**config.mk**
```make
export PLATFORM = sky130hd
export DESIGN_NAME = sample_volume_accumulator_flat
export DESIGN_NICKNAME = d
export VERILOG_FILES = /design/src/rtl/sv_pkg.sv /design/src/rtl/sample_volume_accumulator_if.sv /design/src/rtl/sv_out_narrow.sv /design/src/rtl/sample_volume_accumulator.sv /design/src/flat_wrapper.sv
export SDC_FILE = /design/constraint.sdc
export NUM_CORES = 1
export LEC_CHECK = 0
export ABC_CLOCK_PERIOD_IN_PS = 6400
export CAP_MARGIN = 20
export CORE_ASPECT_RATIO = 2
export CORE_MARGIN = 1
export CORE_UTILIZATION = 35
export CTS_CLUSTER_DIAMETER = 100
export DETAILED_ROUTE_END_ITERATION = 7
export GPL_TIMING_DRIVEN = 0
export PLACE_DENSITY = 0.64
export SLEW_MARGIN = 20
export SYNTH_ARGS = -nofsm -noshare
export SYNTH_HDL_FRONTEND = slang
export SYNTH_SLANG_ARGS = --single-unit
```
**constraint.sdc**
```tcl
create_clock -name clk -period 6.4 [get_ports clk]
set_input_delay 0.96 -clock clk [delete_from_list [all_inputs] [get_ports clk]]
set_output_delay 0.96 -clock clk [all_outputs]
set_load 0.03 [all_outputs]
```
**src/rtl/sv_pkg.sv**
```systemverilog
// sv_pkg: shared FSM states and default widths for the sample volume accumulator.
package sv_pkg;
   localparam int DEF_IN_W = 32;
   localparam int DEF_LEN_W = 8;
   localparam int DEF_GATE_W = 6;
   localparam int DEF_OUT_W = 32;
   typedef enum logic {IDLE = 1'b0, ACCUM = 1'b1} state_t;
endpackage

```
**src/rtl/sample_volume_accumulator_if.sv**
```systemverilog
// sample_volume_accumulator_if: sample input stream and sample volume output stream.
interface sample_volume_accumulator_if import sv_pkg::*; #(
   parameter int IN_W = DEF_IN_W,
   parameter int GATE_W = DEF_GATE_W,
   parameter int OUT_W = DEF_OUT_W
);
   logic in_valid;
   logic signed [IN_W-1:0] in_re, in_im;
   logic signed [OUT_W-1:0] sv_re, sv_im;
   logic sv_valid, line_done;
   logic [GATE_W-1:0] sv_gate;
   modport master (output in_valid, in_re, in_im, input sv_re, sv_im, sv_valid, sv_gate, line_done);
   modport slave (input in_valid, in_re, in_im, output sv_re, sv_im, sv_valid, sv_gate, line_done);
endinterface

```
**src/rtl/sv_out_narrow.sv**
```systemverilog
// sv_out_narrow: ACC_W -> OUT_W narrowing; clamps when SV_SATURATE_EN is defined, else wraps.
module sv_out_narrow #(
   parameter int ACC_W = 40,
   parameter int OUT_W = 32
) (
   input logic signed [ACC_W-1:0] acc_i,
   output logic signed [OUT_W-1:0] out_o,
   output logic sat_o
);
`ifdef SV_SATURATE_EN
   logic [ACC_W-OUT_W:0] hi;
   assign hi = acc_i[ACC_W-1:OUT_W-1];
   assign sat_o = !(&hi || ~|hi);
   always_comb out_o = !sat_o ? acc_i[OUT_W-1:0] : acc_i[ACC_W-1] ? {1'b1, {(OUT_W-1){1'b0}}} : {1'b0, {(OUT_W-1){1'b1}}};
`else
   logic unused_hi;
   assign unused_hi = ^acc_i[ACC_W-1:OUT_W];
   assign out_o = acc_i[OUT_W-1:0];
   assign sat_o = 1'b0;
`endif
endmodule

```
**src/rtl/sample_volume_accumulator.sv**
```systemverilog
// sample_volume_accumulator: per-gate I/Q window integrator for one PRF line.
// Optional output clamping with sticky sat_flag via SV_SATURATE_EN.
module sample_volume_accumulator import sv_pkg::*; #(
   parameter int IN_W = DEF_IN_W,
   parameter int LEN_W = DEF_LEN_W,
   parameter int GATE_W = DEF_GATE_W,
   parameter int OUT_W = DEF_OUT_W
) (
   input logic clk,
   input logic reset,
   input logic line_start,
   input logic [LEN_W-1:0] sv_len,
   input logic [GATE_W-1:0] num_gates,
   sample_volume_accumulator_if.slave s,
   output logic busy,
   output logic sat_flag
);
   localparam int ACC_W = IN_W + LEN_W;
   state_t state_q, state_d;
   logic [LEN_W-1:0] len_q, len_d, cnt_q, cnt_d, cc, cur_len;
   logic [GATE_W-1:0] ng_q, ng_d, gate_q, gate_d, cg, cur_ng, sv_gate_q, sv_gate_d;
   logic signed [ACC_W-1:0] acc_re_q, acc_re_d, acc_im_q, acc_im_d, samp_re, samp_im, sum_re, sum_im;
   logic signed [OUT_W-1:0] sv_re_q, sv_re_d, sv_im_q, sv_im_d, nar_re, nar_im;
   logic sv_valid_q, sv_valid_d, done_q, done_d, sat_q, sat_d, sat_re, sat_im;
   logic start, old_fin, abort, take, fin, lastg;
   assign start = line_start && num_gates != '0;
   assign old_fin = s.in_valid && cnt_q == len_q;
   // Abort only when line_start does not coincide with the old window's final sample.
   assign abort = state_q == ACCUM && line_start && !old_fin;
   assign cur_len = abort ? sv_len : len_q;
   assign cur_ng = abort ? num_gates : ng_q;
   assign cc = abort ? '0 : cnt_q;
   assign cg = abort ? '0 : gate_q;
   assign take = state_q == ACCUM && s.in_valid && !(abort && !start);
   assign fin = take && cc == cur_len;
   assign lastg = cg == GATE_W'(cur_ng - 1'b1);
   assign samp_re = {{LEN_W{s.in_re[IN_W-1]}}, s.in_re};
   assign samp_im = {{LEN_W{s.in_im[IN_W-1]}}, s.in_im};
   assign sum_re = cc == '0 ? samp_re : acc_re_q + samp_re;
   assign sum_im = cc == '0 ? samp_im : acc_im_q + samp_im;
   sv_out_narrow #(.ACC_W(ACC_W), .OUT_W(OUT_W)) u_nar_re (.acc_i(sum_re), .out_o(nar_re), .sat_o(sat_re));
   sv_out_narrow #(.ACC_W(ACC_W), .OUT_W(OUT_W)) u_nar_im (.acc_i(sum_im), .out_o(nar_im), .sat_o(sat_im));
   always_comb begin
      state_d = state_q;
      len_d = len_q;
      ng_d = ng_q;
      gate_d = gate_q;
      cnt_d = cnt_q;
      acc_re_d = acc_re_q;
      acc_im_d = acc_im_q;
      sv_re_d = sv_re_q;
      sv_im_d = sv_im_q;
      sv_gate_d = sv_gate_q;
      sv_valid_d = 1'b0;
      done_d = 1'b0;
      sat_d = sat_q;
      if (state_q == ACCUM) begin
         len_d = cur_len;
         ng_d = cur_ng;
         gate_d = cg;
         cnt_d = cc;
         if (abort && start) sat_d = 1'b0;
         if (take) begin
            acc_re_d = sum_re;
            acc_im_d = sum_im;
            cnt_d = fin ? '0 : cc + 1'b1;
         end
         if (fin) begin
            sv_valid_d = 1'b1;
            sv_gate_d = cg;
            sv_re_d = nar_re;
            sv_im_d = nar_im;
            sat_d = sat_d | sat_re | sat_im;
            done_d = lastg;
            gate_d = lastg ? '0 : cg + 1'b1;
            state_d = lastg ? IDLE : ACCUM;
         end
         if (line_start && !start) state_d = IDLE;
      end
      // A window finishing under line_start is emitted first; the new line begins next cycle.
      if (start && (state_q == IDLE || (fin && !abort))) begin
         state_d = ACCUM;
         len_d = sv_len;
         ng_d = num_gates;
         gate_d = '0;
         cnt_d = '0;
         sat_d = 1'b0;
      end
   end
   always_ff @(posedge clk or posedge reset) begin
      if (reset) begin
         state_q <= IDLE;
         len_q <= '0;
         ng_q <= '0;
         gate_q <= '0;
         cnt_q <= '0;
         acc_re_q <= '0;
         acc_im_q <= '0;
         sv_re_q <= '0;
         sv_im_q <= '0;
         sv_gate_q <= '0;
         sv_valid_q <= 1'b0;
         done_q <= 1'b0;
         sat_q <= 1'b0;
      end else begin
         state_q <= state_d;
         len_q <= len_d;
         ng_q <= ng_d;
         gate_q <= gate_d;
         cnt_q <= cnt_d;
         acc_re_q <= acc_re_d;
         acc_im_q <= acc_im_d;
         sv_re_q <= sv_re_d;
         sv_im_q <= sv_im_d;
         sv_gate_q <= sv_gate_d;
         sv_valid_q <= sv_valid_d;
         done_q <= done_d;
         sat_q <= sat_d;
      end
   end
   assign s.sv_re = sv_re_q;
   assign s.sv_im = sv_im_q;
   assign s.sv_gate = sv_gate_q;
   assign s.sv_valid = sv_valid_q;
   assign s.line_done = done_q;
   assign busy = state_q == ACCUM;
   assign sat_flag = sat_q;
endmodule

```
**src/flat_wrapper.sv**
```systemverilog
// flat-port wrapper written by rule: the top's interface ports become plain ports
module sample_volume_accumulator_flat import sv_pkg::*;
#(
   parameter int IN_W = DEF_IN_W,
   parameter int LEN_W = DEF_LEN_W,
   parameter int GATE_W = DEF_GATE_W,
   parameter int OUT_W = DEF_OUT_W
)
  (clk, reset, line_start, sv_len, num_gates, busy, sat_flag, s_in_valid, s_in_re, s_in_im, s_sv_re, s_sv_im, s_sv_valid, s_sv_gate, s_line_done);
  sample_volume_accumulator_if #(.IN_W(IN_W), .GATE_W(GATE_W), .OUT_W(OUT_W)) s_i ();
  input logic clk;
  input logic reset;
  input logic line_start;
  input logic [LEN_W-1:0] sv_len;
  input logic [GATE_W-1:0] num_gates;
  output logic busy;
  output logic sat_flag;
  input wire logic [$bits(s_i.in_valid)-1:0] s_in_valid;
  input wire logic [$bits(s_i.in_re)-1:0] s_in_re;
  input wire logic [$bits(s_i.in_im)-1:0] s_in_im;
  output wire logic [$bits(s_i.sv_re)-1:0] s_sv_re;
  output wire logic [$bits(s_i.sv_im)-1:0] s_sv_im;
  output wire logic [$bits(s_i.sv_valid)-1:0] s_sv_valid;
  output wire logic [$bits(s_i.sv_gate)-1:0] s_sv_gate;
  output wire logic [$bits(s_i.line_done)-1:0] s_line_done;
  assign s_i.in_valid = s_in_valid;
  assign s_i.in_re = s_in_re;
  assign s_i.in_im = s_in_im;
  assign s_sv_re = s_i.sv_re;
  assign s_sv_im = s_i.sv_im;
  assign s_sv_valid = s_i.sv_valid;
  assign s_sv_gate = s_i.sv_gate;
  assign s_line_done = s_i.line_done;
  sample_volume_accumulator #(.IN_W(IN_W), .LEN_W(LEN_W), .GATE_W(GATE_W), .OUT_W(OUT_W)) u_core (.clk(clk), .reset(reset), .line_start(line_start), .sv_len(sv_len), .num_gates(num_gates), .s(s_i), .busy(busy), .sat_flag(sat_flag));
endmodule
```
# --- Word-level counts from Yosys, hierarchy flattened ---
# Cells that the tools add are included.
# W data, S select, Z words.
op_classes:
  muxes: 30
  add_sub_neg: 5
  bitwise_logic: 1
  eq_ne: 3
  n_reduce_logical: 24
ops:
  columns: ["operator", "n"]
  rows:
  - ["$add A40 B32 Y40", 2]
  - ["$mux W40", 2]
  - ["$mux W8", 8]
  - ["$mux W6", 8]
  - ["$eq A8 B8 Y1", 2]
  - ["$logic_and A1 B1 Y1", 12]
  - ["$mux W1", 12]
  - ["$add A8 B1 Y8 const B", 1]
  - ["$logic_not A8 Y1", 1]
  - ["$add A6 B1 Y6 const B", 1]
  - ["$eq A6 B6 Y1", 1]
  - ["$reduce_and A2 Y1", 3]
  - ["$reduce_bool A6 Y1", 1]
  - ["$sub A6 B1 Y6 const B", 1]
  - ["$logic_not A1 Y1", 4]
  - ["$reduce_bool A2 Y1", 2]
  - ["$logic_or A1 B1 Y1", 1]
  - ["$not A1 Y1", 1]
totals:
  inputBits: 82
  word_cells: 76
  output_inout_bits: 74
  ff_bits: 182

# --- Logic depth before layout (Yosys ltp) ---
depth:
  depth_word: 13
  depth_mapped: 17
  depth_no_buf: 13

# --- By module ---
# A second synthesis with hierarchy kept.
hier_totals:
  cells_unflattened: 1638
  area_unflattened_um2: 13291.5
by_module_without_submodules:
  columns: ["module", "instances", "area_per_inst_um2", "seq_area_each_um2", "cells_per_inst"]
  rows:
  - ["sample_volume_accumulator", 1, 12788.5, 4554.4, 1570]
  - ["sv_out_narrow", 2, 251.5, 0.0, 34]

# --- Worst setup path before layout ---
# No wires, ideal clock.
synth_timing:
  path_kind: "input to register"
  from: "in s_in_im[0]"
  to: "reg u_core.acc_im_q[24]"
  slack_ns: 3.031
  t_arrival_ns: 3.283
  setup_time_ns: 0.086
  cell_stages: 12
  path_buffers: 0
  path_cell_list: "ha_1 inv_1 fa_1 nor2b_1 o31a_1 o32a_1 a211o_1 a31oi_1 nor2_1 o21ai_1 mux2_2 a32oi_1"
synth_between:
  elab_chain_cells: 2
synth_rtl:
  columns: ["item", "line", "rtl"]
  rows:
  - ["from (decl)", "flat_wrapper.sv:20", "input wire logic [$bits(s_i.in_im)-1:0] s_in_im;"]
  - ["$add A40 B32 Y40", "sample_volume_accumulator.sv:40", "assign sum_im = cc == '0 ? samp_im : acc_im_q + samp_im;"]
  - ["$mux W40", "sample_volume_accumulator.sv:40", null]
  - ["to (signal assigned)", "sample_volume_accumulator.sv:112", "acc_im_q <= acc_im_d;"]
  - ["to (decl)", "sample_volume_accumulator.sv:22", "logic signed [ACC_W-1:0] acc_re_q, acc_re_d, acc_im_q, acc_im_d, samp_re, samp_im, sum_re, sum_im;"]
# Every way passes these cells.
# A chain may end at the register's enable or synchronous reset.

# --- Worst setup path after layout ---
layout_timing:
  from: "in line_start"
  to: "reg u_core.sv_im_q[6], in the netlist u_core.s.sv_im[6]"
layout_between:
  elab_chain_cells: 7
layout_rtl:
  columns: ["item", "line", "rtl"]
  rows:
  - ["from (decl)", "flat_wrapper.sv:13", "input logic line_start;"]
  - ["parallel branches: the longest is 7 deep, another holds $mux W8", null, null]
  - ["to (signal assigned)", "sample_volume_accumulator.sv:114", "sv_im_q <= sv_im_d;"]
  - ["to (decl)", "sample_volume_accumulator.sv:23", "logic signed [OUT_W-1:0] sv_re_q, sv_re_d, sv_im_q, sv_im_d, nar_re, nar_im;"]
# Several ways; the timed one is not identified.

==> results.env <==
FINAL_CORE_UTILIZATION_PCT=44.8
STATUS='finished, violations left'
MAX-CAP-VIOLATIONS=0
CP.BUFFERS_INVERTERS=7
CLOCK_PATH_BUFFERS=2
DETAIL_ROUTE.DRC_VIOLATIONS=22
PATH_CLASS='in2reg'
WORST_SLEW_MARGIN_REL_PCT=36.0
RSZ_0062_RAISED_AFTER_GLOBAL_ROUTING='no'
WORSTSETUPSTARTPOINT='line_start'
TIMING.CRITICAL_PATH.FANOUT_MAX=10
ROUTE.DETAILED.WL_PER_INST_MICRONS=20.2
SYNTH.FF_LATCH_COUNT=165
SEQ_POWER_SHARE_PCT=30.7
INTERNAL_POWER_mW=2.82
P_SW_SHARE_PCT=39.2
INITIAL_UTILIZATION_PCT=35.8
WORSTPATHARRIVAL_PS=4990
DRT-PASS1-ITER-COUNT=7
TIMING_HOLD_VIOLATIONS_FINAL=0
MOST_USED_ROUTING_LAYER='met2'
GLOBALROUTETOTALUTIL_PCT=23.7
CLOCK.FMAX_MHz=216
SYNTH_SEQUENTIAL_AREA_RATIO_PCT=38.9
FIRST_GLOBAL_VIAS=10056
PERIOD_SHARE_PCT=72.4
ASYNC_FLOP_SHARE_PCT=100
POSTSYNTHAREAPERCELL_SQ_UM=8.73
ANTENNA_FOUND_INITIAL=0
SYNTH-EDFF-COUNT=0
GROUTE.LAYER.MET1.USAGE_PCT=24.3
DR_TOTAL_VIAS=9822
SEQUENTIAL_CELL_AREA_SQ_MM=0.00413
CP_SLOWEST_CELL='clkbuf_1'
ANT_NETS=0
CLK_LATENCY_PS=470
PERIOD_NEEDED_PS=4630
TOTALWIRELENGTH_MICRONS=35600
REG2REG_FROM='u_core.cnt_q[6]'
GRT_FIRST_PASS_WIRELENGTH_MICRONS=55500
CP-START-KIND='input pin'
ANTENNADIODECOUNT=0
P_PER_AREA_mW_PER_MM2=350
CLOCK-SKEW-FINAL_PS=14.9
SWITCHING_POWER_mW=1.82
DRT_ITER0_DRC=573
DIE_AREA_SQ_MM=0.0310
FLOORPLAN.ROWS=89
POSTSYNTHNETCOUNT=1364
DESIGN_POWER_TOTAL_mW=4.64
CPLARGESTDELAYFAMILY='buffers and inverters'
TIMING.FINAL.SETUP_VIOLATIONS=0
SYNTHCELLS=1214
CTS_HOLD_BUF=0
FP.COREAREA_SQ_MM=0.0296
VDD.IR_DROP.WORST_V=0.000230
MULTI_INPUT_COMB_AREA_SQ_MM=0.00615
CRITICAL_PATH_MOST_COMMON_CELL='buf_2'
CTS-HTREE-LEVELS=4
REGTOREGSETUPSLACK_PS=1790
PLACEMENT.IO_BUFFERS=153
MET3_USAGE_PCT=3.76
POWER_FRAC_COMB_PCT=45.2
VIOLATIONS_IN_THE_FINAL_REPORTS='DRC'
GLOBALROUTEOVERFLOWTOTAL=0
GRT_MAX_DEGREE=89
CTS_INSERTED_BUFFERS=17
PIN_COUNT=156
MAX_SLEW.WORST_PIN.SLEW_PS=959
YOSYSUNIQUECELLTYPES=74
HOLDCRITSTARTPOINT='u_core.s.sv_im[8]'
CTS_TREE='yes'
LAYOUT-DRIVE-GT1-SHARE_PCT=7.36
CTS_SETUP_BUFFERS=0
GPL.FINAL_WEIGHTED_CONGESTION=0.920
POSTSYNTH.TOPFLOPCELL='dfrtp_1'
FIN_SETUP_TNS_PS=0
FINALNETCOUNT=1537
TIMING.CRITICAL_PATH.TO_TYPE='flip-flop'
CTS.SINKS=165
CLKTRANSATPATHREGS_PS=70
CTS_RESIZED=0
CP_DATA_REQUIRED_TIME_PS=6750
FILL_CELLS=2897
P_CLK_SHARE_PCT=24.1
DIE_W_MICRONS=125
DIE-HEIGHT_MICRONS=248
DRT-VIAS-PER-INSTANCE=5.57
DPL.HPWL_MICRONS=27500
P_LEAK_nW=5.90
SYNTH.YOSYS.WARNINGS=0
CLOCK-ROOT-BUFFER='clkbuf_16'
TIMING_MAX_TRANSITION_VIOLATIONS_FINAL=0
CELL_CHAIN_OF_THE_CRITICAL_PATH='clkdlybuf4s50_1 > nand3_1 > buf_2 > buf_2 > buf_2 > and2_1 > inv_1 > ha_1 > a21boi_0 > clkbuf_1 > clkbuf_1 > o21ai_0 > nand2_1 > nand2_1'
NETLIST_AREA_SQ_MM=0.0106
CRITICAL-PATH-MAX-STAGE-DELAY_PS=560
PATH_CATEGORY_OF_THE_WORST_MIN_DELAY_CHECK='reg2reg'
USE_MET2_PCT=44.9
AREA_GROWTH_FROM_SYNTHESIS_TO_LAYOUT_PCT=25.0
## power groups by stage
stage	logic, mW	clock network, mW	registers [mW]
6_report	2.10	1.12	1.43
4_1_cts	2.10	1.13	1.42
5_1_grt	2.31	1.17	1.45
2_1_floorplan	1.29	0	1.58
3_5_place_dp	2.08	0	1.44
3_3_place_gp	2.05	0	1.44
## layer usage
layer	up-vias	part of all wire, %	wire length (microns)
met5	-	0	0
met4	0	5.8	2050
met3	85	4.5	1590
met2	306	53	19000
met1	4755	36	12900
li1	4676	-	-
## layout by cell type, fill, tap and decap left out, types with 18 or more instances in the layout
| cell | Yosys | layout |
|---|---|---|
| nand2_1 | 233 | 233 |
| dfrtp_1 | 165 | 165 |
| clkdlybuf4s50_1 | 0 | 153 |
| o21ai_0 | 133 | 133 |
| a21oi_1 | 79 | 79 |
| ha_1 | 66 | 66 |
| nor2_1 | 60 | 60 |
| nand3_1 | 37 | 37 |
| clkbuf_1 | 34 | 36 |
| mux2_2 | 35 | 35 |
| xor2_1 | 34 | 34 |
| a21o_1 | 31 | 31 |
| mux2i_1 | 28 | 28 |
| xnor2_1 | 27 | 27 |
| nor3_1 | 25 | 25 |
| inv_1 | 20 | 19 |
| buf_2 | 18 | 18 |
## kinds of logic (layout without fill, tap and decap cells)
| logic type | count (synthesis) | count (layout) | share of synthesized area, % |
|---|---|---|---|
| flops | 165 | 165 | 38.9 |
| mux | 63 | 63 | 6.36 |
| xor+xnor | 61 | 61 | 5.04 |
| fa+ha+maj | 68 | 68 | 8.17 |
| other cells | 1 | 1 | 0.0354 |
| buf+inv | 79 | 265 | 3.07 |
| simple gates | 429 | 429 | 18.0 |
| compound gates | 348 | 348 | 20.4 |
## worst register-to-register path: stages, from the launching register on
cell and delay (ps):
dfrtp_1 450, xor2_1 170, nor4_1 570, nand3_1 140
nand3_1 230, buf_2 280, buf_2 250, buf_2 290
and2_1 200, inv_1 50, ha_1 180, a21boi_0 180
clkbuf_1 350, clkbuf_1 390, o21ai_0 600, nand2_1 120
nand2_1 90
## sequential cells by signal, indices dropped and copies added, names as in the netlist
name                count
u_core.gate_q           6
u_core.s.sv_im         32
u_core.busy             1
u_core.s.sv_valid       1
u_core.acc_im_q        32
u_core.len_q            8
u_core.s.sv_re         32
u_core.s.line_done      1
u_core.ng_q             6
u_core.s.sv_gate        6
u_core.cnt_q            8
u_core.acc_re_q        32
## final timing paths
kind                                      end  cells after the start
hold reg to reg             u_core.s.sv_im[8]                      2
max in group asynchronous  u_core.s.sv_im[26]                      3
setup / recovery            u_core.s.sv_im[6]                     14
setup reg to reg            u_core.s.sv_im[6]                     16
min in group asynchronous   u_core.s.sv_re[6]                      2
hold / removal              u_core.s.sv_im[8]                      2
## layout make-up
cell class              instances  share of cell area, %
repair buffers                154                   11.8
well taps                     364                   3.44
clock buffers                  25                   3.89
multi-input cells             970                   46.4
plain buffers                  59                   1.89
flip-flops and latches        165                   31.1
inverters                      20                  0.623
clock inverters                 7                  0.878
## stage by stage
| step | hold slack, ps | std cells | cell area [sq um] | setup WS, ps |
|---|---|---|---|---|
| finish | 475 | 1764 | 13300 | 1770 |
| global route | 507 | 1764 | 13300 | 1520 |
| CTS | 483 | 1764 | 13300 | 1780 |
| detailed placement | 469 | 1732 | 12600 | 1300 |
| global placement | 462 | 1731 | 12600 | -1510 |
| floorplan | 450 | 1214 | 10600 | 978 |
## cell usage after synthesis (all sizes together) (4+ instances only)
cell type  instances  area, sq um
nor4               5         31.3
and3              10         62.6
a31oi             15          100
o22a               4         35.0
nand4              9         62.6
inv               20         75.1
o21bai             4         30.0
nand3             38          195
o211ai            10         75.1
a21boi             4         30.0
mux2i             28          280
nand2            233          875
and2               8         50.1
a21oi             79          395
ha                66          826
xnor2             27          236
o21ai            135          687
xor2              34          298
nand2b             9         56.3
nor2              60          225
a211oi            11         92.6
a21o              33          250
nor2b              9         56.3
o31ai              5         37.5
nor3              25          125
dfrtp            165         4130
mux2              35          394
buf               23          113
o21a              13         97.6
or3                9         56.3
clkbuf            36          138
No activity file was read; power rests on OpenSTA's default activity.
